<file path="src/rtl/otp_ctrl_part_buf_loader_pkg.sv">
// Shared types and constants for the OTP partition buffer loader.
package otp_ctrl_part_buf_loader_pkg;

    // Sparse state codes: every pair of codes differs in at least three bits,
    // so a single or double upset never lands on another legal state.
    // Six bits are the fewest that hold five codes at that distance.
    typedef enum logic [5:0] {
        StIdle  = 6'b000000,
        StReq   = 6'b111000,
        StWait  = 6'b100110,
        StDone  = 6'b010101,
        StError = 6'b001111
    } state_e;

    // Bytes per partition word in the OTP byte address space.
    localparam int unsigned WordBytes = 8;

    // Bits needed to index n entries (at least one bit).
    function automatic int vbits(input int n);
        return (n <= 1) ? 1 : $clog2(n);
    endfunction

endpackage

</file>
<file path="src/rtl/otp_ctrl_part_buf_loader.sv">
// Loads a buffered OTP partition word by word into the ECC register file,
// then watches the register file for ECC errors and latches a terminal error.
module otp_ctrl_part_buf_loader
    import otp_ctrl_part_buf_loader_pkg::*;
#(
    parameter int          NumWords = 16,
    parameter int          OtpAw    = 11,
    parameter int unsigned BaseAddr = 0,
    parameter int          Aw       = vbits(NumWords)
) (
    input  logic             clk_i,
    input  logic             rst_ni,
    input  logic             init_req_i,
    output logic             init_done_o,
    output logic             error_o,
    output logic             otp_req_o,
    output logic [OtpAw-1:0] otp_addr_o,
    input  logic             otp_gnt_i,
    input  logic             otp_rvalid_i,
    input  logic [63:0]      otp_rdata_i,
    input  logic             otp_err_i,
    output logic             buf_wren_o,
    output logic [Aw-1:0]    buf_addr_o,
    output logic [63:0]      buf_wdata_o,
    input  logic             buf_ecc_err_i
);

    // One spare counter bit so an out-of-range index is representable and detectable.
    localparam int            CntW    = Aw + 1;
    localparam logic [CntW-1:0] LastIdx = CntW'(NumWords - 1);

    state_e             r_state;
    logic [CntW-1:0]    r_cnt;
    logic               r_otp_req;
    logic [OtpAw-1:0]   r_otp_addr;
    logic               r_init_done;
    logic               r_error;

    logic               w_cnt_bad;
    logic               w_write;
    logic               w_fault;

    // OTP byte address of word idx, truncated to the macro address width.
    function automatic logic [OtpAw-1:0] word_addr(input logic [CntW-1:0] idx);
        logic [31:0] full;
        full = 32'(BaseAddr) + 32'(idx) * 32'(WordBytes);
        return full[OtpAw-1:0];
    endfunction

    assign w_cnt_bad = (r_cnt > LastIdx);

    // A clean read response in Wait is written straight through to the buffer.
    assign w_write = (r_state == StWait) && otp_rvalid_i && !otp_err_i && !w_cnt_bad;

    // Collect every condition that sends the loader to its terminal error state.
    always_comb begin
        w_fault = w_cnt_bad;
        case (r_state)
            StIdle:  w_fault = w_fault || otp_rvalid_i;
            StReq:   w_fault = w_fault || otp_rvalid_i;
            StWait:  w_fault = w_fault || (otp_rvalid_i && otp_err_i);
            StDone:  w_fault = w_fault || otp_rvalid_i || buf_ecc_err_i;
            StError: w_fault = 1'b1;
            default: w_fault = 1'b1;
        endcase
    end

    // Main FSM with word counter and registered handshake/status outputs.
    always_ff @(posedge clk_i or negedge rst_ni) begin
        if (!rst_ni) begin
            r_state     <= StIdle;
            r_cnt       <= '0;
            r_otp_req   <= 1'b0;
            r_otp_addr  <= '0;
            r_init_done <= 1'b0;
            r_error     <= 1'b0;
        end else if (w_fault) begin
            r_state     <= StError;
            r_otp_req   <= 1'b0;
            r_otp_addr  <= '0;
            r_init_done <= 1'b0;
            r_error     <= 1'b1;
        end else begin
            case (r_state)
                StIdle: begin
                    if (init_req_i) begin
                        r_state    <= StReq;
                        r_cnt      <= '0;
                        r_otp_req  <= 1'b1;
                        r_otp_addr <= word_addr('0);
                    end
                end
                StReq: begin
                    if (otp_gnt_i) begin
                        r_state   <= StWait;
                        r_otp_req <= 1'b0;
                    end
                end
                StWait: begin
                    if (otp_rvalid_i) begin
                        if (r_cnt == LastIdx) begin
                            r_state     <= StDone;
                            r_init_done <= 1'b1;
                        end else begin
                            r_state    <= StReq;
                            r_cnt      <= r_cnt + CntW'(1);
                            r_otp_req  <= 1'b1;
                            r_otp_addr <= word_addr(r_cnt + CntW'(1));
                        end
                    end
                end
                default: begin
                    r_state <= r_state;
                end
            endcase
        end
    end

    assign init_done_o = r_init_done;
    assign error_o     = r_error;
    assign otp_req_o   = r_otp_req;
    assign otp_addr_o  = r_otp_addr;
    assign buf_wren_o  = w_write;
    assign buf_addr_o  = r_cnt[Aw-1:0];
    assign buf_wdata_o = w_write ? otp_rdata_i : 64'd0;

`ifndef SYNTHESIS
    a_known: assert property (@(posedge clk_i) disable iff (!rst_ni)
        !$isunknown({init_done_o, error_o, otp_req_o, otp_addr_o, buf_wren_o, buf_addr_o, buf_wdata_o}));
    a_addr_stable: assert property (@(posedge clk_i) disable iff (!rst_ni)
        (otp_req_o && !otp_gnt_i) |=> ($stable(otp_addr_o) || error_o));
    a_wren_single: assert property (@(posedge clk_i) disable iff (!rst_ni)
        buf_wren_o |=> !buf_wren_o);
`endif

endmodule
</file>
<file path="config.mk">
export PLATFORM = sky130hd
export DESIGN_NAME = otp_ctrl_part_buf_loader
export DESIGN_NICKNAME = d
export VERILOG_FILES = /design/src/rtl/otp_ctrl_part_buf_loader_pkg.sv /design/src/rtl/otp_ctrl_part_buf_loader.sv
export SDC_FILE = /design/constraint.sdc
export NUM_CORES = 1
export LEC_CHECK = 0
export CAP_MARGIN = 25
export CORE_MARGIN = 5
export CORE_UTILIZATION = 28
export CTS_CLUSTER_SIZE = 12
export DETAILED_ROUTE_END_ITERATION = 8
export GPL_ROUTABILITY_DRIVEN = 0
export GPL_TIMING_DRIVEN = 0
export PLACE_DENSITY = 0.86
export REMOVE_ABC_BUFFERS = 1
export SYNTH_ARGS = -nofsm -noshare
export SYNTH_HDL_FRONTEND = slang
export SYNTH_SLANG_ARGS = --single-unit
</file>
<file path="constraint.sdc">
create_clock -name clk_i -period 2.24 [get_ports clk_i]
set_input_delay 0.224 -clock clk_i [delete_from_list [all_inputs] [get_ports clk_i]]
set_output_delay 0.224 -clock clk_i [all_outputs]
set_load 0.05 [all_outputs]
</file>
==> results of run 1 <==
cell usage after synthesis, drive strengths merged (2+ instances only):
cell and instances:
a211oi 2, a21o 2, a21oi 4, a22o 3, a31oi 2, and2 67
and3 2, buf 12, clkbuf 6, dfrtp 19, ha 2, inv 2
mux2 3, nand2 5, nand3 4, nand3b 2, nor2 15, nor2b 2
nor3 3, nor3b 2, nor4 3, o21ai 6, or2 2, xnor2 2
area by class of cell:
type | count | area share
antenna | 2 | 0.00130
inverter | 2 | 0.00260
sequential | 19 | 0.124
timing repair buffer | 168 | 0.502
multi-input combinational | 153 | 0.333
clock inverter | 1 | 0.00130
tap | 75 | 0.0244
clock buffer | 3 | 0.0107
cells by family (layout without fill, tap and decap cells):
kind of cell / count (synthesis) / in the layout / synth area share
flops: 19 / 19 / 0.289
xor+xnor: 2 / 2 / 0.0106
fa+ha+maj: 2 / 2 / 0.0152
mux: 4 / 4 / 0.0266
compound gates: 25 / 25 / 0.130
other cells: 1 / 8 / 0.00228
simple gates: 114 / 114 / 0.452
buf+inv: 20 / 174 / 0.0738
state kept, by name (all words and copies together) (netlist names):
signal and cells:
otp_addr_o 5, r_state 6, r_cnt 5, error_o 1, init_done_o 1, otp_req_o 1
layer usage:
| layer | track usage | vias up | part of all wire |
|---|---|---|---|
| li1 | - | 934 | - |
| met2 | 0.358 | 115 | 0.54 |
| met4 | 0.0977 | 2 | 0.043 |
| met3 | 0.0665 | 27 | 0.099 |
| met1 | 0.186 | 954 | 0.32 |
| met5 | 0 | - | 0.00086 |
worst max path at each step:
stage	from	endpoint	slack, ns	depth (start not counted)
global placement	r_cnt[0]$_DFFE_PN0P_	buf_wren_o	-4.14	6
floorplan	r_cnt[0]$_DFFE_PN0P_	buf_wdata_o[0]	-3.44	6
finish	r_cnt[0]$_DFFE_PN0P_	buf_wdata_o[29]	-0.13	9
detailed placement	r_cnt[0]$_DFFE_PN0P_	buf_wdata_o[16]	-1.46	9
global route	r_state[0]$_DFFE_PN0P_	buf_wdata_o[42]	-0.20	8
CTS	r_state[0]$_DFFE_PN0P_	buf_wdata_o[31]	-0.12	9
critical path: stages, from the launching register on:
cell and delay, ns:
dfrtp_1 0.42, ha_4 0.16, and3_4 0.19, ha_4 0.15, o21ai_4 0.06, nor3b_4 0.24, buf_6 0.20, clkbuf_16 0.16
and2_4 0.15, buf_8 0.14
power by group:
group	internal, uW	switching, uW	total, uW	leakage (uW)
logic	107	49.3	157	0.00138
registers	343	0	343	0.000236
clock network	124	117	241	0.0000255
what timing repair did:
| action | 4_1_cts | 5_1_grt |
|---|---|---|
| pin swaps | 15 | 20 |
| resized for setup | 508 | 65 |
| gates cloned | 2 | 1 |
| hold buffers | 0 | 0 |
| setup buffers | 14 | 5 |
| endpoints found under the setup margin | 81 | 75 |
through the flow:
| stage | setup TNS, ns | setup WS, ns | utilization | std cells |
|---|---|---|---|---|
| after global routing | -11.36 | -0.203 | 0.663 | 423 |
| after detailed placement | -83.99 | -1.46 | 0.541 | 398 |
| after CTS | -4.19 | -0.123 | 0.622 | 418 |
| after global placement | -262.89 | -4.14 | 0.536 | 396 |
| after floorplan | -225.18 | -3.44 | - | 174 |
| final | -5.09 | -0.126 | 0.663 | 423 |
==> impl_metrics.tcl, run 1 <==
set metrics [dict create \
    p_leak_uw 0.00164 \
    hold_viol 0 \
    ys_types 51 \
    synth_top_area_share 0.289 \
    synth_area_leader_cell "dfrtp_1" \
    maxSlewViolCount 0 \
    track_usage 0.192 \
    setup_slack_ns -0.126 \
    avgViaCountPerCell 4.80 \
    syn_area_mm2 0.00165 \
    initial_core_util 0.283 \
    r2r-end "r_state[0]$_DFFE_PN0P_" \
    design.core.area_mm2 0.00582 \
    yosysWarningCount 0 \
    peakVddDrop_mv 0.186 \
    synth_edf_count 0 \
    layout.nets 420 \
    layout_min_cycle_time_ns 2.37 \
    power_uw 740 \
    regArea_um2 478 \
    cts_tree "done" \
    status "finished, violations left" \
    ctsHtreeMaxLevel 1 \
    clk_pin_slew_ns 0.07 \
    numClockSinks 19 \
    r2r_setup_slack_ns -0.06 \
    ys.flop_type "dfrtp_1" \
    r2r_cells 5 \
    postSynthCellCount 187 \
    drtIter0Drc 109 \
    rows 28 \
    holdWs_ns 0.441 \
    io_buffers 147 \
    drt_wl_total_mm 8.14 \
    path_class "flip-flop to output pin" \
    hpwl_mm 5.54 \
    vias 2032 \
    ioPinCount 154 \
    fill_cells 429 \
    worstMarginPinSlew_ns 0.835 \
    r2r-start "r_state[3]$_DFFE_PN0P_" \
    drive_above_1_share 0.465 \
    multi_input_area_mm2 0.00128 \
    required_ns 2.02 \
    mostFrequentLayoutCell "clkdlybuf4s50_1" \
    rsz0062_at_grt "true" \
    clock_path_buffers 2 \
    violations "setup timing" \
    startpoint_type "flip-flop" \
    globalRouteOverflowTotal 0 \
    antenna_found_initial 3 \
    maxSlewHeadroom 0.442 \
    hp-class "input pin to async pin" \
    synth.area.top_cells "dfrtp_1, and2_1, buf_4" \
    crit_path_end_kind "output pin" \
    numCtsBuffers 3 \
    die_x_um 86.7 \
    cap_violations 0 \
    die_area_mm2 0.00751 \
    grt_max_degree 20 \
    async_flop_share 1.00 \
    grt_pass1_vias 2194 \
    grt_pass1_wl_mm 11.1 \
    worstPathMaxFanout 6 \
    final_cell_area_mm2 0.00385 \
    setup_violations 70 \
    wire_per_inst_um 19.2 \
    post-route-period-util 1.06 \
    syn2layout_area_growth_pct 134 \
    first_pass_iters 4 \
    clock_skew_ns 0.00146 \
    insertion_delay_ns 0.26 \
    drc 0 \
    max_clock_freq_ghz 0.423 \
    drtAntennaViolNets 0 \
    syn_avg_cell_area_um2 8.80 \
    final_cell_mix "clkdlybuf4s50_1, and2_4, buf_8" \
    cellPowerDensity_mw_per_mm2 192 \
    root_buffer "clkbuf_8" \
    arrival_ns 2.14 \
    fp.dieH_um 86.7 \
    synth-seq-cells 19 \
    placed_area_mm2 0.00315 \
    seq_area_frac_synth 0.289 \
]
(Power assumes the default switching activity.)
==> run 2: changes to the inputs <==
GPL_ROUTABILITY_DRIVEN = unset   (was 0)
TNS_END_PERCENT = 1   (was unset)
==> impl_metrics.tcl, run 2 (synthesized netlist as in run 1, its figures left out) <==
set metrics [dict create \
    status "finished, violations left" \
    violations "setup timing" \
    numClockSinks 19 \
    hold_viol 0 \
    startpoint_type "flip-flop" \
    globalRouteOverflowTotal 0 \
    ctsHtreeMaxLevel 1 \
    post-route-period-util 1.05 \
    grt_pass1_wl_mm 11.2 \
    numCtsBuffers 3 \
    syn2layout_area_growth_pct 128 \
    p_clk_frac 0.330 \
    switching_share 0.229 \
    worstMarginPinSlew_ns 0.862 \
    die_area_mm2 0.00751 \
    clock_skew_ns 0.00134 \
    crit_path_end_kind "output pin" \
    rsz0062_at_grt "true" \
    drt_wl_total_mm 7.77 \
    max_clock_freq_ghz 0.424 \
    die_x_um 86.7 \
    place.gp.congestion 0.829 \
    final_cell_mix "clkdlybuf4s50_1, and2_4, buf_8" \
    combPwrFrac 0.209 \
    hp-class "input pin to async pin" \
    initial_core_util 0.283 \
    cts_tree "done" \
    r2r_setup_slack_ns -0.09 \
    root_buffer "clkbuf_8" \
    clk_pin_slew_ns 0.07 \
    rows 28 \
    hold_buffers 0 \
    peakVddDrop_mv 0.185 \
    grt_max_degree 20 \
    insertion_delay_ns 0.26 \
    drtIter0Drc 156 \
    p_leak_uw 0.00160 \
    drtAntennaViolNets 0 \
    hpwl_mm 5.54 \
    mostFrequentLayoutCell "clkdlybuf4s50_1" \
    first_pass_iters 4 \
    worstPathMaxFanout 6 \
    grt_pass1_vias 2186 \
    antenna_found_initial 2 \
    required_ns 2.02 \
    r2r-end "otp_addr_o[4]$_DFFE_PN0P_" \
    p_switching_uw 170 \
    placed_area_mm2 0.00315 \
    drive_above_1_share 0.431 \
    wire_per_inst_um 18.5 \
    fp.dieH_um 86.7 \
    setup_violations 69 \
    layout_min_cycle_time_ns 2.36 \
    setup_slack_ns -0.118 \
    layout.nets 417 \
    final_cells 419 \
    holdWs_ns 0.451 \
    r2r-start "r_cnt[0]$_DFFE_PN0P_" \
    p_int_uw 574 \
    arrival_ns 2.13 \
    largest_reg_flops 6 \
    cap_violations 0 \
    io_buffers 147 \
    maxSlewViolCount 0 \
    drc 0 \
    dp_cells 398 \
    avgViaCountPerCell 4.81 \
    clock_path_buffers 2 \
    final_cell_area_mm2 0.00375 \
    power_uw 744 \
    design.core.area_mm2 0.00582 \
    regMostFlops "r_state" \
    cellPowerDensity_mw_per_mm2 198 \
    ioPinCount 154 \
    path_class "flip-flop to output pin" \
    share_seq_of_total_power 0.461 \
    track_usage 0.193 \
    r2r_cells 9 \
    maxSlewHeadroom 0.424 \
    vias 2016 \
]
## run 2: changes by cell type in the layout (fill, tap and decap cells not counted), sizes merged
cell,change
diode,-1
buf,-3
## run 2: per-layer routing
| layer | GRT usage | up-vias | part of all wire |
|---|---|---|---|
| met3 | 0.0675 | 19 | 0.097 |
| li1 | - | 931 | - |
| met5 | 0 | - | 0.00090 |
| met4 | 0.0907 | 2 | 0.027 |
| met1 | 0.188 | 952 | 0.32 |
| met2 | 0.360 | 112 | 0.56 |
## run 2: timing repair
item	4_1_cts	5_1_grt
buffers inserted	13	2
gates cloned	2	1
gates resized for setup	502	44
pin swaps	27	17
setup endpoints to repair	81	75
## run 2: power by group through the flow
stage	clock network, uW	registers (uW)	logic (uW)
after floorplan	0	350	23.4
final	246	343	155
after CTS	241	343	151
after global placement	0	350	146
after detailed placement	0	350	148
after global routing	255	343	164
## run 2: critical path: stages (launching register included)
cell and delay [ns]:
dfrtp_1 0.42, ha_4 0.16, and3_4 0.19, ha_4 0.14, o21ai_4 0.07, nor3b_4 0.24
buf_6 0.20, clkbuf_16 0.16, and2_4 0.15, buf_8 0.15
## run 2: cell type report
class,count,area (um^2)
fill,451,2060
timing repair buffer,165,1880
multi-input combinational,153,1250
sequential,19,478
tap,75,93.8
clock buffer,3,41.3
inverter,2,7.51
clock inverter,1,5.00
antenna,1,2.50
## run 2: worst max path at each step
| stage | cells after the start | startpoint | slack [ns] | end |
|---|---|---|---|---|
| after floorplan | 6 | r_cnt[0]$_DFFE_PN0P_ | -3.44 | buf_wdata_o[0] |
| after global placement | 6 | r_cnt[0]$_DFFE_PN0P_ | -4.14 | buf_wren_o |
| after detailed placement | 9 | r_cnt[0]$_DFFE_PN0P_ | -1.46 | buf_wdata_o[16] |
| after CTS | 9 | r_state[0]$_DFFE_PN0P_ | -0.12 | buf_wdata_o[16] |
| after global routing | 9 | r_cnt[0]$_DFFE_PN0P_ | -0.19 | otp_addr_o[4]$_DFFE_PN0P_ |
| final | 9 | r_cnt[0]$_DFFE_PN0P_ | -0.12 | buf_wdata_o[29] |
## run 2: stage by stage
| stage | setup slack [ns] | utilization | setup TNS, ns |
|---|---|---|---|
| after global routing | -0.186 | 0.646 | -9.90 |
| after CTS | -0.120 | 0.618 | -4.13 |
| after detailed placement | -1.46 | 0.541 | -83.99 |
| after global placement | -4.14 | 0.536 | -262.89 |
| final | -0.118 | 0.646 | -4.53 |
| after floorplan | -3.44 | - | -225.18 |
